**config.mk**
```make
export PLATFORM = sky130hd
export DESIGN_NAME = biu_prefetch_unit
export DESIGN_NICKNAME = d
export VERILOG_FILES = /design/src/rtl/biu_pkg.sv /design/src/rtl/prefetch_fifo.sv /design/src/rtl/biu_prefetch_unit.sv
export SDC_FILE = /design/constraint.sdc
export NUM_CORES = 1
export LEC_CHECK = 0
export CORE_MARGIN = 2
export CORE_UTILIZATION = 53
export CTS_CLUSTER_DIAMETER = 40
export CTS_CLUSTER_SIZE = 8
export DETAILED_ROUTE_END_ITERATION = 8
export GPL_TIMING_DRIVEN = 0
export PLACE_DENSITY = 0.81
export SETUP_SLACK_MARGIN = 0.3
export SYNTH_ARGS = -nofsm -noshare
export SYNTH_HDL_FRONTEND = slang
export SYNTH_SLANG_ARGS = --single-unit
export TNS_END_PERCENT = 50
```
**constraint.sdc**
```tcl
create_clock -name clk -period 3.6 [get_ports clk]
set_input_delay 0.36 -clock clk [delete_from_list [all_inputs] [get_ports clk]]
set_output_delay 0.36 -clock clk [all_outputs]
set_load 0.01 [all_outputs]
```
**src/rtl/biu_pkg.sv**
```systemverilog
// biu_pkg: shared types, default sizing and physical-address helper for the prefetch unit.
package biu_pkg;

   typedef enum logic [1:0] {
      IDLE  = 2'd0,
      FETCH = 2'd1,
      DRAIN = 2'd2
   } state_t;

   localparam int DEF_DEPTH     = 6;
   localparam int DEF_OUT_BYTES = 4;

   // Real-mode translation: segment * 16 + offset, wrapping at 1 MiB.
   function automatic logic [19:0] phys_addr(input logic [15:0] seg, input logic [15:0] off);
      return {seg, 4'h0} + {4'h0, off};
   endfunction

endpackage

```
**src/rtl/prefetch_fifo.sv**
```systemverilog
// prefetch_fifo: circular byte queue with single-byte push, multi-byte pop, clear and a head window.
module prefetch_fifo #(
   parameter int DEPTH     = 6,
   parameter int OUT_BYTES = 4,
   parameter int CNT_W     = $clog2(DEPTH + 1)
) (
   input  logic                   clk,
   input  logic                   rst,
   input  logic                   clear,
   input  logic                   push,
   input  logic [7:0]             din,
   input  logic                   pop,
   input  logic [2:0]             pop_len,
   output logic [CNT_W-1:0]       count,
   output logic [8*OUT_BYTES-1:0] window
);

   localparam int           PW  = DEPTH > 1 ? $clog2(DEPTH) : 1;
   localparam logic [PW:0]  DEP = (PW + 1)'(DEPTH);

   logic [7:0]       mem_q [DEPTH];
   logic [7:0]       mem_d [DEPTH];
   logic [PW-1:0]    rd_q, rd_d, wr_q, wr_d;
   logic [CNT_W-1:0] cnt_q, cnt_d;
   logic             pop_ok;

   // Pointer sums never exceed 2*DEPTH-2, so a single subtraction wraps them.
   function automatic logic [PW-1:0] wrap(input logic [PW:0] v);
      return v >= DEP ? PW'(v - DEP) : PW'(v);
   endfunction

   always_comb begin
      pop_ok = pop && pop_len != 3'd0 && int'(pop_len) <= int'(cnt_q) && int'(pop_len) <= OUT_BYTES;
      mem_d  = mem_q;
      if (push) mem_d[wr_q] = din;
      wr_d   = push ? wrap({1'b0, wr_q} + (PW + 1)'(1)) : wr_q;
      rd_d   = pop_ok ? wrap({1'b0, rd_q} + (PW + 1)'(pop_len)) : rd_q;
      cnt_d  = cnt_q + CNT_W'(push) - (pop_ok ? CNT_W'(pop_len) : '0);
      if (clear) begin
         wr_d  = '0;
         rd_d  = '0;
         cnt_d = '0;
      end
   end

   always_ff @(posedge clk or negedge rst) begin
      if (!rst) begin
         rd_q  <= '0;
         wr_q  <= '0;
         cnt_q <= '0;
      end else begin
         rd_q  <= rd_d;
         wr_q  <= wr_d;
         cnt_q <= cnt_d;
      end
   end

   always_ff @(posedge clk) mem_q <= mem_d;

   assign count = cnt_q;

   for (genvar i = 0; i < OUT_BYTES; i++) begin : g_lane
      logic [PW-1:0] idx;
      assign idx             = wrap({1'b0, rd_q} + (PW + 1)'(i));
      assign window[8*i +: 8] = int'(cnt_q) > i ? mem_q[idx] : 8'h00;
   end

endmodule

```
**src/rtl/biu_prefetch_unit.sv**
```systemverilog
// biu_prefetch_unit: fetches code bytes from CS:IP into a prefetch queue, flushes on IP load.
// Define BIU_PREFETCH_STATS_EN to add saturating fetch_cnt/flush_cnt outputs.
module biu_prefetch_unit
   import biu_pkg::*;
#(
   parameter int DEPTH     = DEF_DEPTH,
   parameter int OUT_BYTES = DEF_OUT_BYTES,
   parameter int CNT_W     = $clog2(DEPTH + 1)
) (
   input  logic                   clk,
   input  logic                   rst,
   input  logic [15:0]            cs_base,
   input  logic                   ip_load,
   input  logic [15:0]            ip_load_val,
   output logic                   bus_req,
   output logic [19:0]            bus_addr,
   input  logic                   bus_ack,
   input  logic [7:0]             bus_data,
   output logic [8*OUT_BYTES-1:0] instr,
   output logic [CNT_W-1:0]       instr_count,
   input  logic                   consume,
   input  logic [2:0]             consume_len,
   output logic [15:0]            fetch_ip
`ifdef BIU_PREFETCH_STATS_EN
  ,output logic [15:0]            fetch_cnt,
   output logic [15:0]            flush_cnt
`endif
);

   state_t      state_q, state_d;
   logic [15:0] fetch_ip_q, fetch_ip_d;
   logic [19:0] bus_addr_q, bus_addr_d;
   logic        bus_req_q, bus_req_d;
   logic        push;

   always_comb begin
      state_d    = state_q;
      fetch_ip_d = fetch_ip_q;
      bus_addr_d = bus_addr_q;
      push       = 1'b0;
      case (state_q)
         IDLE: if (!ip_load && int'(instr_count) < DEPTH) begin
            state_d    = FETCH;
            bus_addr_d = phys_addr(cs_base, fetch_ip_q);
         end
         FETCH: if (bus_ack) begin
            state_d    = IDLE;
            push       = !ip_load;
            fetch_ip_d = fetch_ip_q + 16'd1;
         end else if (ip_load) begin
            state_d = DRAIN;
         end
         DRAIN: if (bus_ack) state_d = IDLE;
         default: state_d = IDLE;
      endcase
      if (ip_load) fetch_ip_d = ip_load_val;
      bus_req_d = state_d != IDLE;
   end

   always_ff @(posedge clk or negedge rst) begin
      if (!rst) begin
         state_q    <= IDLE;
         fetch_ip_q <= '0;
         bus_addr_q <= '0;
         bus_req_q  <= 1'b0;
      end else begin
         state_q    <= state_d;
         fetch_ip_q <= fetch_ip_d;
         bus_addr_q <= bus_addr_d;
         bus_req_q  <= bus_req_d;
      end
   end

   prefetch_fifo #(
      .DEPTH     (DEPTH),
      .OUT_BYTES (OUT_BYTES),
      .CNT_W     (CNT_W)
   ) u_fifo (
      .clk     (clk),
      .rst     (rst),
      .clear   (ip_load),
      .push    (push),
      .din     (bus_data),
      .pop     (consume && !ip_load),
      .pop_len (consume_len),
      .count   (instr_count),
      .window  (instr)
   );

   assign bus_req  = bus_req_q;
   assign bus_addr = bus_addr_q;
   assign fetch_ip = fetch_ip_q;

`ifdef BIU_PREFETCH_STATS_EN
   logic [15:0] fetch_cnt_q, fetch_cnt_d, flush_cnt_q, flush_cnt_d;

   always_comb begin
      fetch_cnt_d = fetch_cnt_q + 16'(push && fetch_cnt_q != 16'hFFFF);
      flush_cnt_d = flush_cnt_q + 16'(ip_load && flush_cnt_q != 16'hFFFF);
   end

   always_ff @(posedge clk or negedge rst) begin
      if (!rst) begin
         fetch_cnt_q <= '0;
         flush_cnt_q <= '0;
      end else begin
         fetch_cnt_q <= fetch_cnt_d;
         flush_cnt_q <= flush_cnt_d;
      end
   end

   assign fetch_cnt = fetch_cnt_q;
   assign flush_cnt = flush_cnt_q;
`endif

endmodule
```
-- Yosys cells after proc, flatten, opt, wreduce, memory -nomap -nowiden
Cells that the tools add are included.
- register bits: 96
- output and inout port bits: 72
- $add $sub $neg: 15
- order comparisons: 19
- eq/ne operators: 2
- mux-type cells: 41
- bitwise gates (word level): 5
- reductions and logical operators: 16
- operators with widths (kind ; count):
    2-to-1 mux 8 bit ; 13
    binary-select mux 8 bit (select 3 bit) ; 4
    bitwise mux 48 bit ; 1
    2-to-1 mux 16 bit ; 3
    2-to-1 mux 3 bit ; 12
    demux 8 bit (select 3 bit) ; 1
    adder 20 x 16 -> 20 bit ; 1
    >= comparator 4 x 3 -> 1 bit (second input constant) ; 5
    >= comparator 4 bit (second input constant) ; 5
    inverter 3 -> 4 bit ; 5
    subtractor 3 bit (second input constant) ; 6
    adder 16 x 1 -> 16 bit (second input constant) ; 1
    nonzero test 2 bit ; 5
    adder 3 x 1 -> 4 bit (second input constant) ; 2
    adder 3 x 2 -> 4 bit (second input constant) ; 2
    2-to-1 mux 2 bit ; 4
    > comparator 3 x 1 -> 1 bit (second input constant) ; 2
    > comparator 3 x 2 -> 1 bit (second input constant) ; 2
    logical AND 1 bit ; 6
    one-hot mux 2 bit (3 select lines) ; 1
    adder 3 x 3 -> 4 bit ; 1
    less-than comparator 4 x 1 -> 1 bit (second input constant) ; 1
    AND reduction 2 bit ; 2
    adder 3 x 1 -> 3 bit ; 1
    other kinds (11) ; 12

-- Longest topological paths before layout
- depth in word-level cells: 8
- depth in mapped cells: 16
- depth with buffers taken out: 16

-- By module
Synthesis repeated with hierarchy kept, for this count alone.
- cell total of the unflattened synthesis: 619
- area, all modules: 6357.3 um2
- modules (own cells, without submodules) (module ; instances ; cells each ; area each (um2) ; sequential area each (um2)):
    prefetch_fifo ; 1 ; 365 ; 4003.8 ; 1666.6
    biu_prefetch_unit ; 1 ; 254 ; 2353.5 ; 975.9

-- Least setup slack after synthesis
OpenSTA, ideal clock, no wires.
- kind: reg2reg
- from: register u_fifo.cnt_q[1], in the netlist u_fifo.count[1]
- to: register u_fifo.cnt_q[2], in the netlist u_fifo.count[2]
- arrival: 3.268 ns
- setup slack: 0.254 ns
- cell stages (with the launch flop): 17
- period minus slack after synthesis: 3.346 ns
- cells stage by stage: dfrtp_1 > inv_1 > ha_1 > nor2b_1 > o21ai_0 > a32oi_1 > nor4b_2 > and2_1 > ha_1 > inv_1 > ha_1 > inv_1 > fa_1 > xnor2_1 > xnor2_1 > nand3_1 > a21oi_1
- cells in the longest elaborated chain, start to end: 6
- elaborated cells between the ends (all ways): 7
- those cells by class: add/sub: 2; order compare: 1; mux: 2; reduce/logical: 2
- RTL lines (what ; line ; RTL):
    start: declaration ; prefetch_fifo.sv:24 ; logic [CNT_W-1:0] cnt_q, cnt_d;
    start signal: assignment ; prefetch_fifo.sv:54 ; cnt_q <= cnt_d;
    less-or-equal comparator 3 bit ; prefetch_fifo.sv:33 ; pop_ok = pop && pop_len != 3'd0 && int'(pop_len) <= int'(cnt_q) && int'(pop_len) <= OUT_BYTES;
    logical AND 1 bit (2 in series) ; prefetch_fifo.sv:33 ;
    2-to-1 mux 3 bit ; prefetch_fifo.sv:38 ; cnt_d = cnt_q + CNT_W'(push) - (pop_ok ? CNT_W'(pop_len) : '0);
    subtractor 3 bit * ; prefetch_fifo.sv:38 ;
    2-to-1 mux 3 bit * ; prefetch_fifo.sv:39 ; if (clear) begin
    via u_fifo.cnt_d[2] ; prefetch_fifo.sv:24 ;
The timed path passes the listed nets; every way through them passes the cells marked *.
A chain may end at the register's enable or synchronous reset.

-- Final worst setup path
Same ends and word-level chain as after synthesis.

==> results.md <==
- Worst slew pin tran: 1390 ps
- Routed len/inst: 20.6 µm
- Worst Hold Class: primary input to asynchronous set/reset pin
- Global Route met1 Usage: 0.371
- Chip Width: 112 µm
- Fin Hold WS: 467 ps
- Vias per inst: 6.20
- Vias in the first global route: 5710
- Post-route ant nets: 0
- Total CTS buffers: 9
- CP endpoint kind: register
- DR iter-0 viols: 445
- Post-Layout Cell Count: 907
- Data required, critical path: 3860 ps
- Synthesis-stage register bit count: 96
- Final RePlAce weighted congestion: 0.892
- Root Buffer: clkbuf_16
- Slew Limit Fails: 0
- Syn Std Cell Area: 6220 µm²
- Total number of vias: 5622
- IO Pins: 120
- CTS max path bufs: 2
- Worst-Skew Late Latency: 340 ps
- Post-synthesis sequential area ratio: 0.425
- Worst Clk Skew: 5.43 ps
- Final hold violation count: 0
- Synthesized area per cell: 10.3 µm²
- Area Growth Syn to Fin: 34.5%
- Die height: 112 µm
- Main synth FF type: edfxtp_1
- Grt ovf: 0
- Tmin final: 3390 ps
- First-pass GRT wire length: 29300 µm
- # fillers: 773
- Ys async rst share: 0.500
- Count leader, synth: nand2_1
- Critical Path Fanout Max: 7
- DP Area: 7650 µm²
- Remaining DRCs: 0
- Syn Inst Count: 601
- Met3 Usage GRT: 0.0572
- Seq. cell area: 2650 µm²
- Largest net degree at the start of global routing: 35
- Final setup viols: 0
- Core area: 11400 µm²
- WS Path Type: register to register
- Multi-input logic area: 3530 µm²
- Yosys cell types: 56
- Pleak: 0.00341 µW
- Net Count, Synth: 684
- Post-placement cell count: 867
- I/O Buffers: 119
- CTS tree: yes
- Worst slew margin: 0.0667
- Starting Density: 0.545
- F_max: 295 MHz
- Clock Pin Slew Worst Setup and Hold Paths: 70 ps
- Post-synth top cells: nand2_1 (78), dfrtp_1 (48), edfxtp_1 (48)
- Drt first pass iters: 5
- Worst r2r src: u_fifo.count[1]
- RSZ-0062 raised after global routing: true
- Synth top area cells: edfxtp_1 (23%), dfrtp_1 (19%), ha_1 (6.4%)
- Area leader, netlist: edfxtp_1
- CTS H-tree lvls: 3
- Die area: 12600 µm²
- Max-cap violations: 0
- Layout cell share with drive strength beyond 1: 0.171
- Outcome: finished, final reports clean
- Crit path arrival time: 3650 ps
- Startpoint types: register
- Worst Setup SP: u_fifo.count[1]
- Pwr dens: 463 nW/µm²
- Gr usage total: 0.295
- Final instance area: 8360 µm²
- EDFF count, synth: 48
- WL final: 18700 µm
- Post-DP HPWL: 12800 µm
- Clock sink count: 96
- Synth warn: 0
- Row count: 39
- Worst IR Drop VDD: 0.359 mV
- Final worst path period share: 0.942
- Diode count: 0
- Initial antenna violation count: 0
- Routing usage on met2: 0.499
- Final net count: 842
- Busiest layer in global routing: met2
- Post-synth top area share: 0.232
-- repair_timing --
action,in CTS,in global routing
endpoints found under the hold margin,14,0
buffers inserted,12,9
endpoints found under the setup margin,33,31
hold buffers,1,0
pin swaps,6,4
cloned,2,0
resized for setup,70,19
-- critical path: stages (launching register included) --
cell	delay, ps
dfrtp_2	450
inv_1	80
ha_1	310
nor2b_1	130
o21ai_0	160
a32oi_1	110
nor4b_4	390
and2_1	200
ha_1	230
inv_1	60
ha_1	140
inv_1	50
fa_1	370
xnor2_1	150
xnor2_1	210
nand3_1	120
a21oi_1	150
-- state kept, by name (all words and copies together) (netlist names) --
name          count
u_fifo.mem_q     48
bus_addr         20
fetch_ip         16
u_fifo.count      3
u_fifo.rd_q       3
u_fifo.wr_q       3
state_q           2
bus_req           1
-- per-stage QoR --
step	setup TNS (ps)	setup WS, ps	total power [µW]	util
final	0	209	3870	0.733
after global routing	-22.8	-22.8	4040	0.733
after CTS	0	56.4	3840	0.723
after detailed placement	-13170	-615	2760	0.670
after global placement	-9980	-545	2720	0.665
after floorplan	0	407	2100	-
-- final timing paths --
path	endpoint	slack [ps]	cells after the start
min reg2reg	bus_addr[11]	490	2
min in group clk	bus_addr[11]	490	2
max	u_fifo.count[2]	210	16
max in group asynchronous	u_fifo.rd_q[1]	2600	3
min	bus_addr[12]	470	2
max reg2reg	u_fifo.count[2]	210	16
-- cell families after synthesis --
kind of cell,Yosys count,share of synthesized area
buffers and inverters,45,0.0322
XOR/XNOR,35,0.0493
AO/OA/AOI/OAI,131,0.131
AND/OR/NAND/NOR,191,0.142
flip-flops,96,0.425
multiplexers,68,0.146
adder cells (fa/ha/maj),35,0.0740
-- layout make-up --
type                            instances  area share
Buffer                                 23      0.0199
Clock inverter                          5     0.00763
Multi-Input combinational cell        460       0.422
Tap cell                              143      0.0214
Sequential cell                        96       0.317
Timing Repair Buffer                  147       0.172
Clock buffer                           11      0.0302
Inverter                               22      0.0102
-- power by group --
| group | leakage (µW) | internal [µW] | switching (µW) |
|---|---|---|---|
| clock | 0.000146 | 582 | 422 |
| combinational | 0.00224 | 747 | 738 |
| sequential | 0.00103 | 1280 | 108 |
-- layer usage --
| metal | vias up | part of all wire |
|---|---|---|
| met3 | 49 | 0.082 |
| li1 | 2530 | - |
| met2 | 299 | 0.50 |
| met1 | 2744 | 0.39 |
| met4 | 0 | 0.030 |
| met5 | - | 0 |
-- cell usage in the layout, fill, tap and decap left out, drive strengths merged, types with 7 or more instances in the layout --
| cell | n |
|---|---|
| buf | 45 |
| mux2i | 28 |
| clkbuf | 21 |
| nor3 | 9 |
| mux2 | 26 |
| a21oi | 30 |
| xnor2 | 17 |
| edfxtp | 48 |
| dfrtp | 48 |
| nand2 | 78 |
| dlygate4sd2 | 13 |
| a22oi | 15 |
| inv | 23 |
| nand3 | 22 |
| a21o | 7 |
| xor2 | 18 |
| nor2b | 8 |
| nor2 | 41 |
| mux4 | 14 |
| clkdlybuf4s50 | 94 |
| o21ai | 47 |
| nand2b | 9 |
| ha | 32 |
No activity file was read; power rests on OpenSTA's default activity.
